<file path="config.mk">
export PLATFORM = sky130hd
export DESIGN_NAME = serial_to_parallel
export DESIGN_NICKNAME = d
export VERILOG_FILES = /design/src/rtl/serial_to_parallel.sv
export SDC_FILE = /design/constraint.sdc
export NUM_CORES = 1
export LEC_CHECK = 0
export ABC_AREA = 1
export BUFFER_PORTS_ARGS = -buffer_cell sky130_fd_sc_hd__buf_2
export CAP_MARGIN = 20
export CELL_PAD_IN_SITES_DETAIL_PLACEMENT = 2
export CELL_PAD_IN_SITES_GLOBAL_PLACEMENT = 2
export CORE_MARGIN = 2
export CORE_UTILIZATION = 33
export CTS_CLUSTER_DIAMETER = 50
export DETAILED_ROUTE_END_ITERATION = 10
export PLACE_DENSITY = 0.86
export SYNTH_ARGS = -nofsm -noshare
export SYNTH_HDL_FRONTEND = slang
export SYNTH_SLANG_ARGS = --single-unit
</file>
<file path="constraint.sdc">
create_clock -name clk -period 3.4 [get_ports clk]
set_input_delay 0.68 -clock clk [delete_from_list [all_inputs] [get_ports clk]]
set_output_delay 0.68 -clock clk [all_outputs]
set_load 0.02 [all_outputs]
</file>
<file path="src/rtl/serial_to_parallel.sv">
// Serial-to-parallel receiver: assembles DATA_WIDTH-bit words from a
// gated serial stream with a one-deep valid/ready output register.
module serial_to_parallel #(
  parameter int DATA_WIDTH = 8,
  parameter bit MSB_FIRST  = 1'b1
) (
  input  logic                          clk,
  input  logic                          rst_n,
  input  logic                          rx_enable,
  input  logic                          serial_in,
  input  logic                          rx_ready,
  input  logic                          overrun_clr,
  output logic [DATA_WIDTH-1:0]         rx_data,
  output logic                          rx_valid,
  output logic                          overrun,
  output logic                          frame_err,
  output logic [$clog2(DATA_WIDTH)-1:0] bit_count
);

  localparam int CW = $clog2(DATA_WIDTH);
  localparam logic [CW-1:0] LAST = CW'(DATA_WIDTH - 1);

  typedef enum logic {
    IDLE,
    SHIFT
  } state_t;

  state_t                state;
  logic [DATA_WIDTH-1:0] shreg;
  logic [DATA_WIDTH-1:0] shift_nxt;
  logic                  complete;
  logic                  load;
  logic                  drop;
  logic                  accept;
  logic                  abort;

  generate
    if (MSB_FIRST) begin : g_msb
      assign shift_nxt = {shreg[DATA_WIDTH-2:0], serial_in};
    end else begin : g_lsb
      assign shift_nxt = {serial_in, shreg[DATA_WIDTH-1:1]};
    end
  endgenerate

  // The completing edge hands shift_nxt straight to rx_data.
  always_comb begin
    complete = rx_enable && (bit_count == LAST);
    load     = complete && (!rx_valid || rx_ready);
    drop     = complete && rx_valid && !rx_ready;
    accept   = !complete && rx_valid && rx_ready;
    abort    = (state == SHIFT) && !rx_enable && (bit_count != '0);
  end

  always_ff @(posedge clk or negedge rst_n) begin
    if (!rst_n) begin
      state     <= IDLE;
      shreg     <= '0;
      bit_count <= '0;
      frame_err <= 1'b0;
    end else begin
      state     <= rx_enable ? SHIFT : IDLE;
      frame_err <= abort;
      if (complete) begin
        shreg     <= '0;
        bit_count <= '0;
      end else if (rx_enable) begin
        shreg     <= shift_nxt;
        bit_count <= bit_count + 1'b1;
      end else begin
        shreg     <= '0;
        bit_count <= '0;
      end
    end
  end

  always_ff @(posedge clk or negedge rst_n) begin
    if (!rst_n) begin
      rx_data  <= '0;
      rx_valid <= 1'b0;
    end else begin
      unique case (1'b1)
        load: begin
          rx_data  <= shift_nxt;
          rx_valid <= 1'b1;
        end
        accept: rx_valid <= 1'b0;
        default: ;
      endcase
    end
  end

  // Set beats clear when both land on the same edge.
  always_ff @(posedge clk or negedge rst_n) begin
    if (!rst_n) begin
      overrun <= 1'b0;
    end else if (drop) begin
      overrun <= 1'b1;
    end else if (overrun_clr) begin
      overrun <= 1'b0;
    end
  end

endmodule

</file>
==> report_table.html, run 1 <==
<table>
<tr><th>Metric</th><th>Value</th></tr>
<tr><th colspan="2">Routing</th></tr>
<tr><td>Routed via count divided by cell count</td><td>around 4.6</td></tr>
<tr><td>First-iteration detailed-routing DRC count</td><td>2</td></tr>
<tr><td>Total number of vias</td><td>around 630</td></tr>
<tr><td>Routed length per placed instance</td><td>between 10 and 15 µm</td></tr>
<tr><td>Total routed wirelength</td><td>approximately 1.9 mm</td></tr>
<tr><td>DRC errors left</td><td>0</td></tr>
<tr><td>Number of nets with antenna violations after detailed routing</td><td>0</td></tr>
<tr><td>Number of iterations in the first detailed-routing pass</td><td>2</td></tr>
<tr><th colspan="2">Die</th></tr>
<tr><td>Core Region</td><td>between 2000 and 2500 µm²</td></tr>
<tr><td>Ports</td><td>20</td></tr>
<tr><td>Die X</td><td>roughly 55 µm</td></tr>
<tr><td>Die area</td><td>between 2000 and 3000 µm²</td></tr>
<tr><td>Initial core utilization</td><td>roughly a third</td></tr>
<tr><td>Die height</td><td>54.6 µm</td></tr>
<tr><td>Site Rows</td><td>18</td></tr>
<tr><th colspan="2">Clocking</th></tr>
<tr><td>Setup repair bufs after CTS</td><td>0</td></tr>
<tr><td>H-tree lvl count</td><td>1</td></tr>
<tr><td>CTS clock-pin slew for the worst setup and hold paths</td><td>0.12 ns</td></tr>
<tr><td>CTS-repair resized insts</td><td>0</td></tr>
<tr><td>Clock network latency to the later pin of the worst-skew pair</td><td>around 0.30 ns</td></tr>
<tr><td>CTS tree</td><td>built</td></tr>
<tr><td>Master cell of the clock root buffer</td><td>sky130_fd_sc_hd__clkbuf_4</td></tr>
<tr><td>Maximum root-to-sink buffer count</td><td>2</td></tr>
<tr><td>Total clock sinks</td><td>22</td></tr>
<tr><td>Number of buffers created by CTS</td><td>3</td></tr>
<tr><td>CTS Hold Buffers Added</td><td>0</td></tr>
<tr><th colspan="2">GRT</th></tr>
<tr><td>Largest net degree at the start of global routing</td><td>23</td></tr>
<tr><td>Aggregate global routing overflow</td><td>0</td></tr>
<tr><td>Number of global-route vias before repair</td><td>696</td></tr>
<tr><td>First-pass GRT wire length</td><td>about 3.3 mm</td></tr>
<tr><td>Number of antenna violations at the first check in global routing</td><td>0</td></tr>
<tr><td>All-layer global routing usage</td><td>~16%</td></tr>
<tr><th colspan="2">Layout</th></tr>
<tr><td>Total Nets Final</td><td>approximately 120</td></tr>
<tr><td>Number of diodes</td><td>0</td></tr>
<tr><td>Commonest non-fill, non-tap cells in the layout</td><td>sky130_fd_sc_hd__nand2_1, sky130_fd_sc_hd__dfrtp_1, sky130_fd_sc_hd__buf_2</td></tr>
<tr><td>Fraction of layout instances using a drive strength above 1</td><td>about a quarter</td></tr>
<tr><td>Syn-to-layout area delta</td><td>17.5%</td></tr>
<tr><td>Most common library cell in the layout ignoring fill and taps</td><td>sky130_fd_sc_hd__nand2_1</td></tr>
<tr><td>Final core occ</td><td>40.4%</td></tr>
<tr><th colspan="2">Timing</th></tr>
<tr><td>Final count of negative-setup-slack endpoints</td><td>0</td></tr>
<tr><td>Setup TNS</td><td>0 ns</td></tr>
<tr><td>Worst-case headroom to the max-slew limit</td><td>slightly below 70%</td></tr>
<tr><td>Least setup slack across all paths after layout</td><td>1.82 ns</td></tr>
<tr><td>Transition time at the pin with the least slew margin</td><td>just under 0.5 ns</td></tr>
<tr><td>Clk_skew</td><td>between 0.0015 and 0.002 ns</td></tr>
<tr><td>Share of the clock period used by the worst path after layout</td><td>a little under half</td></tr>
<tr><td>Final count of pins violating max slew</td><td>0</td></tr>
<tr><td>RSZ-0062 raised after global routing</td><td>no</td></tr>
<tr><td>Timing-limited maximum frequency</td><td>~630 MHz</td></tr>
<tr><td>Time the final worst path needs with I/O delays and setup</td><td>1.58 ns</td></tr>
<tr><td>Hold violation total from the final report</td><td>0</td></tr>
<tr><th colspan="2">Place</th></tr>
<tr><td>Setup Slack @ Placement</td><td>roughly 1.8 ns</td></tr>
<tr><td>Post-DP HPWL</td><td>around 1.5 mm</td></tr>
<tr><td>Weighted congestion reported at the end of routability-driven placement</td><td>between 0.7 and 0.8</td></tr>
<tr><td>Count of input and output buffers</td><td>19</td></tr>
<tr><th colspan="2">Critical path</th></tr>
<tr><td>Number of buffers and inverters on the critical path</td><td>1</td></tr>
<tr><td>Family with the most delay on the worst path</td><td>flip-flops</td></tr>
<tr><td>Kind of end point of the critical path</td><td>output port</td></tr>
<tr><td>Launching element type of the critical path</td><td>register</td></tr>
<tr><td>Crit path DAT</td><td>0.90 ns</td></tr>
<tr><td>Data required time at the worst endpoint</td><td>between 2 and 3 ns</td></tr>
<tr><td>Top fanout value on the critical path</td><td>4</td></tr>
<tr><td>Critical path type</td><td>reg2out</td></tr>
<tr><td>Cell-by-cell trace of the critical path</td><td>buf_2</td></tr>
<tr><td>Worst path slowest cell</td><td>sky130_fd_sc_hd__dfrtp_1</td></tr>
<tr><td>Max stage delay on crit path</td><td>roughly 0.43 ns</td></tr>
<tr><th colspan="2">Yosys</th></tr>
<tr><td>Synthesized area per cell</td><td>9.94 µm²</td></tr>
<tr><td>Register area share after synthesis</td><td>between 60% and 70%</td></tr>
<tr><td>Cell count after synthesis</td><td>85</td></tr>
<tr><td>Post-Syn Nets</td><td>94</td></tr>
<tr><td>Flip-flop and latch count after synthesis</td><td>22</td></tr>
<tr><td>Combined area of all synthesized cells</td><td>approximately 840 µm²</td></tr>
<tr><td>Synth Warn #</td><td>0</td></tr>
<tr><td>Post-synth cell types</td><td>12</td></tr>
<tr><th colspan="2">Power and ir drop</th></tr>
<tr><td>Leakage</td><td>0.581 nW</td></tr>
<tr><td>VDD IR-drop max</td><td>0.184 mV</td></tr>
<tr><td>Total power divided by cell area</td><td>approximately 460 nW/µm²</td></tr>
<tr><td>Power Total</td><td>around 0.45 mW</td></tr>
<tr><th colspan="2">Flow run</th></tr>
<tr><td>Max-cap check violation count</td><td>0</td></tr>
<tr><th colspan="2">Status</th></tr>
<tr><td>Run status</td><td>completed</td></tr>
<tr><th colspan="2">Min path</th></tr>
<tr><td>Path category of the worst min-delay check</td><td>in2async</td></tr>
</table>
[cell type report]
class,instances,area [µm²]
fillers,279,1460
flip-flops and latches,22,551
multi-input cells,53,244
repair buffers,19,95.1
well taps,30,37.5
clock buffers,4,36.3
inverters,7,28.8
[kinds of logic after synthesis]
kind of cell | after synthesis | synth area share (%)
compound gates | 2 | 1.33
simple gates | 48 | 23.1
flops | 22 | 65.2
buf+inv | 10 | 5.93
fa+ha+maj | 3 | 4.44
[power by group]
group | leakage [nW] | switching [mW] | internal (mW) | total [mW]
Clock | 0.0210 | 0.0763 | 0.0653 | 0.142
Sequential | 0.300 | 0.00525 | 0.270 | 0.275
Combinational | 0.260 | 0.0248 | 0.0112 | 0.0361
[sequential cells by signal, indices dropped and copies added (netlist names)]
name	count
bit_count	3
frame_err	1
overrun	1
rx_data	8
rx_valid	1
shreg	7
state	1
[cell usage after synthesis]
cell type                 instances  area [µm²]
sky130_fd_sc_hd__nand2_1         28         105
sky130_fd_sc_hd__dfrtp_1         22         551
sky130_fd_sc_hd__nor2_1          10        37.5
sky130_fd_sc_hd__nand3_1          8        40.0
sky130_fd_sc_hd__inv_1            6        22.5
sky130_fd_sc_hd__ha_1             3        37.5
sky130_fd_sc_hd__buf_2            2        10.0
sky130_fd_sc_hd__nand2_2          2        12.5
sky130_fd_sc_hd__a21oi_1          1        5.00
sky130_fd_sc_hd__buf_6            1        11.3
sky130_fd_sc_hd__inv_4            1        6.26
sky130_fd_sc_hd__o22ai_1          1        6.26
[metrics by stage]
step                instances  area, µm²  hold WS, ns
floorplan                  85        845        0.384
global placement          131        956        0.453
detailed placement        131        956        0.456
CTS                       135        992        0.327
global route              135        992        0.327
finish                    135        992        0.321
[per-layer routing]
layer / global-route usage (%) / routed length, µm
met1: 18.8 / 817
met2: 29.4 / 1060
met3: 2.46 / 47
met4: 7.50 / 15
met5: 0 / 0
[final timing paths]
path / start / to / slack [ns] / cells past startpoint
max in group asynchronous: rst_n / bit_count[1] / 2.75 / 1
worst max register to register: bit_count[0] / rx_data[6] / 2.00 / 7
min in group clk: rx_data[3] / rx_data[3] / 0.48 / 2
worst min-delay path: rst_n / bit_count[0] / 0.32 / 1
worst min register to register: rx_data[3] / rx_data[3] / 0.48 / 2
worst max-delay path: bit_count[0] / bit_count[0] / 1.82 / 1
Note: power is estimated with default switching activity, not from simulation.
==> run 2: changes to the inputs <==
--- a/config.mk
+++ b/config.mk
@@ -5,16 +5,16 @@
 export SDC_FILE = /design/constraint.sdc
 export NUM_CORES = 1
 export LEC_CHECK = 0
-export ABC_AREA = 1
+export ABC_AREA = 0
 export BUFFER_PORTS_ARGS = -buffer_cell sky130_fd_sc_hd__buf_2
 export CAP_MARGIN = 20
 export CELL_PAD_IN_SITES_DETAIL_PLACEMENT = 2
 export CELL_PAD_IN_SITES_GLOBAL_PLACEMENT = 2
 export CORE_MARGIN = 2
-export CORE_UTILIZATION = 33
+export CORE_UTILIZATION = 31
 export CTS_CLUSTER_DIAMETER = 50
 export DETAILED_ROUTE_END_ITERATION = 10
-export PLACE_DENSITY = 0.86
+export PLACE_DENSITY = 0.77
 export SYNTH_ARGS = -nofsm -noshare
 export SYNTH_HDL_FRONTEND = slang
 export SYNTH_SLANG_ARGS = --single-unit
==> constraint.sdc (replaced) <==
create_clock -name clk -period 1.4 [get_ports clk]
set_input_delay 0.28 -clock clk [delete_from_list [all_inputs] [get_ports clk]]
set_output_delay 0.28 -clock clk [all_outputs]
set_load 0.02 [all_outputs]
==> report_table.html, run 2 <==
<table>
<tr><th>Metric</th><th>Value</th></tr>
<tr><th colspan="2">Power and ir drop</th></tr>
<tr><td>Reported net switching power</td><td>between 0.2 and 0.3 mW</td></tr>
<tr><td>VDD IR-drop max</td><td>0.650 mV</td></tr>
<tr><td>Net Sw Frac</td><td>between 20% and 30%</td></tr>
<tr><td>Logic pwr share</td><td>between 8 and 9%</td></tr>
<tr><td>Leakage</td><td>about 0.62 nW</td></tr>
<tr><td>Total power divided by cell area</td><td>between 1000 and 1500 nW/µm²</td></tr>
<tr><td>Part of the power in registers</td><td>a little over half</td></tr>
<tr><td>Int Pwr</td><td>approximately 1 mW</td></tr>
<tr><td>Clock power share</td><td>between 30% and 40%</td></tr>
<tr><th colspan="2">Layout</th></tr>
<tr><td>Registers with the highest flip-flop counts</td><td>rx_data (8), shreg (7), bit_count (3)</td></tr>
<tr><td>Number of diodes</td><td>0</td></tr>
<tr><td>Total Nets Final</td><td>between 90 and 100</td></tr>
<tr><td>Combined area of the multi-input logic cells</td><td>314 µm²</td></tr>
<tr><td>Commonest non-fill, non-tap cells in the layout</td><td>sky130_fd_sc_hd__dfrtp_1, sky130_fd_sc_hd__buf_2, sky130_fd_sc_hd__and2_1</td></tr>
<tr><td>Fraction of layout instances using a drive strength above 1</td><td>53.5%</td></tr>
<tr><td>Flip-flop count of the largest register, all copies and words added</td><td>8</td></tr>
<tr><td>Fill cell instance count of the final layout</td><td>around 280</td></tr>
<tr><td>Final core occ</td><td>42.7%</td></tr>
<tr><td>Syn-to-layout area delta</td><td>33.9%</td></tr>
<tr><td>Non-Filler Cell Area, Final</td><td>about 1100 µm²</td></tr>
<tr><td>Register name with the most flops</td><td>rx_data</td></tr>
<tr><td>FF/Latch Area</td><td>between 500 and 600 µm²</td></tr>
<tr><td>Most common library cell in the layout ignoring fill and taps</td><td>sky130_fd_sc_hd__dfrtp_1</td></tr>
<tr><th colspan="2">Timing</th></tr>
<tr><td>Clk_skew</td><td>between 0.004 and 0.005 ns</td></tr>
<tr><td>Time the final worst path needs with I/O delays and setup</td><td>between 1 and 1.5 ns</td></tr>
<tr><td>RSZ-0062 raised after global routing</td><td>yes</td></tr>
<tr><td>Worst-case headroom to the max-slew limit</td><td>66.9%</td></tr>
<tr><td>Least setup slack across all paths after layout</td><td>-0.0257 ns</td></tr>
<tr><td>Final count of pins violating max slew</td><td>0</td></tr>
<tr><td>Share of the clock period used by the worst path after layout</td><td>102%</td></tr>
<tr><td>Timing-limited maximum frequency</td><td>701 MHz</td></tr>
<tr><td>Setup TNS</td><td>-0.127 ns</td></tr>
<tr><td>Transition time at the pin with the least slew margin</td><td>around 0.50 ns</td></tr>
<tr><td>Final count of negative-setup-slack endpoints</td><td>8</td></tr>
<tr><td>Hold violation total from the final report</td><td>0</td></tr>
<tr><th colspan="2">Yosys</th></tr>
<tr><td>Combinational family with the most area after synthesis</td><td>simple AND/OR/NAND/NOR gates</td></tr>
<tr><td>Post-synth cell types</td><td>13</td></tr>
<tr><td>Synth Warn #</td><td>0</td></tr>
<tr><td>Synth Area in Simple Gates</td><td>between 10% and 20%</td></tr>
<tr><td>Leading register cell type out of synthesis</td><td>sky130_fd_sc_hd__dfrtp_1</td></tr>
<tr><td>Compound-cell area share of the yosys netlist</td><td>0.730%</td></tr>
<tr><td>Fraction of synthesized cell area taken by the top area cell type</td><td>between 60% and 70%</td></tr>
<tr><td>Cell count after synthesis</td><td>55</td></tr>
<tr><td>Multiplexer share of the synthesized area</td><td>around 14%</td></tr>
<tr><td>Number of flops mapped to enable cells by yosys</td><td>0</td></tr>
<tr><td>Adder and majority cell fraction of the synthesized area</td><td>between 4 and 5%</td></tr>
<tr><td>Top cell types by occurrence after synthesis</td><td>sky130_fd_sc_hd__dfrtp_1, sky130_fd_sc_hd__and2_1, sky130_fd_sc_hd__mux2_4</td></tr>
<tr><td>Flip-flop and latch count after synthesis</td><td>22</td></tr>
<tr><td>Leading post-synthesis cells by cell area</td><td>sky130_fd_sc_hd__dfrtp_1, sky130_fd_sc_hd__mux2_4, sky130_fd_sc_hd__and2_1</td></tr>
<tr><td>Combined area of all synthesized cells</td><td>857 µm²</td></tr>
<tr><td>Cell type with the largest total area after synthesis</td><td>sky130_fd_sc_hd__dfrtp_1</td></tr>
<tr><td>Post-synthesis share of cell area spent on xor and xnor gates</td><td>0%</td></tr>
<tr><td>FFs w/ async S/R, synth</td><td>between 90% and 100%</td></tr>
<tr><td>Register area share after synthesis</td><td>between 60 and 70%</td></tr>
<tr><td>Most common cell in the synthesized netlist</td><td>sky130_fd_sc_hd__dfrtp_1</td></tr>
<tr><td>Post-Syn Nets</td><td>64</td></tr>
<tr><td>Synthesized area per cell</td><td>~16 µm²</td></tr>
<tr><th colspan="2">Die</th></tr>
<tr><td>Die X</td><td>56.6 µm</td></tr>
<tr><td>Initial core utilization</td><td>a little under a third</td></tr>
<tr><td>Core Region</td><td>approximately 2700 µm²</td></tr>
<tr><td>Die height</td><td>56.6 µm</td></tr>
<tr><td>Ports</td><td>20</td></tr>
<tr><td>Die area</td><td>approximately 3200 µm²</td></tr>
<tr><td>Site Rows</td><td>19</td></tr>
<tr><th colspan="2">Clocking</th></tr>
<tr><td>CTS clock-pin slew for the worst setup and hold paths</td><td>between 0.1 and 0.15 ns</td></tr>
<tr><td>CTS tree</td><td>built</td></tr>
<tr><td>CTS-repair resized insts</td><td>0</td></tr>
<tr><td>Clock network latency to the later pin of the worst-skew pair</td><td>0.30 ns</td></tr>
<tr><td>Master cell of the clock root buffer</td><td>sky130_fd_sc_hd__clkbuf_4</td></tr>
<tr><td>Number of buffers created by CTS</td><td>3</td></tr>
<tr><td>Total clock sinks</td><td>22</td></tr>
<tr><td>H-tree lvl count</td><td>1</td></tr>
<tr><td>Maximum root-to-sink buffer count</td><td>2</td></tr>
<tr><th colspan="2">Critical path</th></tr>
<tr><td>Source of the worst register-to-register timing path</td><td>bit_count[1]</td></tr>
<tr><td>Launching element type of the critical path</td><td>register</td></tr>
<tr><td>Top fanout value on the critical path</td><td>8</td></tr>
<tr><td>Crit path DAT</td><td>roughly 1.6 ns</td></tr>
<tr><td>Data required time at the worst endpoint</td><td>1.60 ns</td></tr>
<tr><td>Family with the most delay on the worst path</td><td>flip-flops</td></tr>
<tr><td>Most frequent CP cell</td><td>sky130_fd_sc_hd__ha_4</td></tr>
<tr><td>Worst path slowest cell</td><td>sky130_fd_sc_hd__dfrtp_2</td></tr>
<tr><td>Kind of end point of the critical path</td><td>register</td></tr>
<tr><td>Minimum setup slack among reg-to-reg paths</td><td>-0.03 ns</td></tr>
<tr><td>Number of buffers and inverters on the critical path</td><td>1</td></tr>
<tr><td>Max stage delay on crit path</td><td>~0.45 ns</td></tr>
<tr><td>Cell-by-cell trace of the critical path</td><td>ha_4, ha_4, nand2_4, nor2b_4, buf_12, mux2_4</td></tr>
<tr><td>Critical path launch point</td><td>bit_count[1]</td></tr>
<tr><td>Critical path type</td><td>reg2reg</td></tr>
<tr><th colspan="2">Routing</th></tr>
<tr><td>First-iteration detailed-routing DRC count</td><td>5</td></tr>
<tr><td>Routed via count divided by cell count</td><td>between 4 and 5</td></tr>
<tr><td>Number of nets with antenna violations after detailed routing</td><td>0</td></tr>
<tr><td>Number of iterations in the first detailed-routing pass</td><td>3</td></tr>
<tr><td>Routed length per placed instance</td><td>~15 µm</td></tr>
<tr><td>Total number of vias</td><td>507</td></tr>
<tr><td>Total routed wirelength</td><td>about 1.7 mm</td></tr>
<tr><td>DRC errors left</td><td>0</td></tr>
<tr><th colspan="2">Place</th></tr>
<tr><td>Count of input and output buffers</td><td>19</td></tr>
<tr><td>Cell area after placement</td><td>roughly 1000 µm²</td></tr>
<tr><td>Setup Slack @ Placement</td><td>-0.106 ns</td></tr>
<tr><td>Weighted congestion reported at the end of routability-driven placement</td><td>between 0.6 and 0.7</td></tr>
<tr><th colspan="2">GRT</th></tr>
<tr><td>First-pass GRT wire length</td><td>around 3 mm</td></tr>
<tr><td>Number of antenna violations at the first check in global routing</td><td>0</td></tr>
<tr><td>Largest net degree at the start of global routing</td><td>23</td></tr>
<tr><td>Number of global-route vias before repair</td><td>approximately 600</td></tr>
<tr><td>All-layer global routing usage</td><td>about an eighth</td></tr>
<tr><td>Aggregate global routing overflow</td><td>0</td></tr>
<tr><th colspan="2">Flow run</th></tr>
<tr><td>Max-cap check violation count</td><td>0</td></tr>
<tr><th colspan="2">Status</th></tr>
<tr><td>Run status</td><td>finished, violations left</td></tr>
<tr><td>Failing checks</td><td>setup timing</td></tr>
<tr><th colspan="2">Min path</th></tr>
<tr><td>Path category of the worst min-delay check</td><td>in2reg</td></tr>
<tr><td>Min-delay src</td><td>rx_enable</td></tr>
</table>
## run 2: changes by cell type after synthesis, moves of 8 or more
cell                      change
sky130_fd_sc_hd__and2_1       +9
sky130_fd_sc_hd__nand2_1     -27
sky130_fd_sc_hd__nor2_1      -10
sky130_fd_sc_hd__mux2_4       +8
sky130_fd_sc_hd__nand3_1      -8
## run 2: final timing paths
kind                                end  depth (start not counted)
setup / recovery             rx_data[1]                          6
hold / removal                    state                          1
setup reg to reg             rx_data[1]                          6
hold reg to reg              rx_data[7]                          1
max in group asynchronous  bit_count[1]                          2
min in group asynchronous    rx_data[5]                          2
## run 2: timing repair
item | 4_1_cts | 5_1_grt
hold buffers | 1 | 0
hold endpoints to repair | 22 | 0
setup buffers | 2 | 1
endpoints found under the setup margin | 8 | 8
pin swaps | 1 | 1
## run 2: power groups by stage
stage	clock network [mW]	registers, mW	logic [mW]
finish	0.477	0.669	0.111
global route	0.516	0.674	0.124
CTS	0.499	0.670	0.114
detailed placement	0	0.682	0.111
global placement	0	0.681	0.104
floorplan	0	0.699	0.0318
## run 2: through the flow
stage | total power [mW] | hold WS [ns] | cells
floorplan | 0.731 | -0.0156 | 55
global placement | 0.786 | 0.263 | 109
detailed placement | 0.793 | 0.273 | 109
CTS | 1.28 | 0.146 | 116
global route | 1.31 | 0.153 | 117
finish | 1.26 | 0.164 | 117
## run 2: cell families after synthesis
group / Yosys count
flip-flops: 22
AND/OR/NAND/NOR: 17
AO/OA/AOI/OAI: 1
buffers and inverters: 4
multiplexers: 8
adder cells (fa/ha/maj): 3
## run 2: cell type report
class	instances	area share (%)
clock inverter	1	2.62
multi-input combinational	29	27.4
clock buffer	3	1.96
inverter	3	0.981
timing repair buffer	28	15.5
tap	31	3.38
sequential	22	48.2
## run 2: routing by layer
metal / vias up / part of all wire, % / GRT usage (%)
met4: 0 / 1.2 / 5.10
met3: 2 / 4.2 / 2.30
met5: - / 0 / 0
met2: 12 / 54 / 20.3
met1: 256 / 41 / 15.5
li1: 237 / - / -
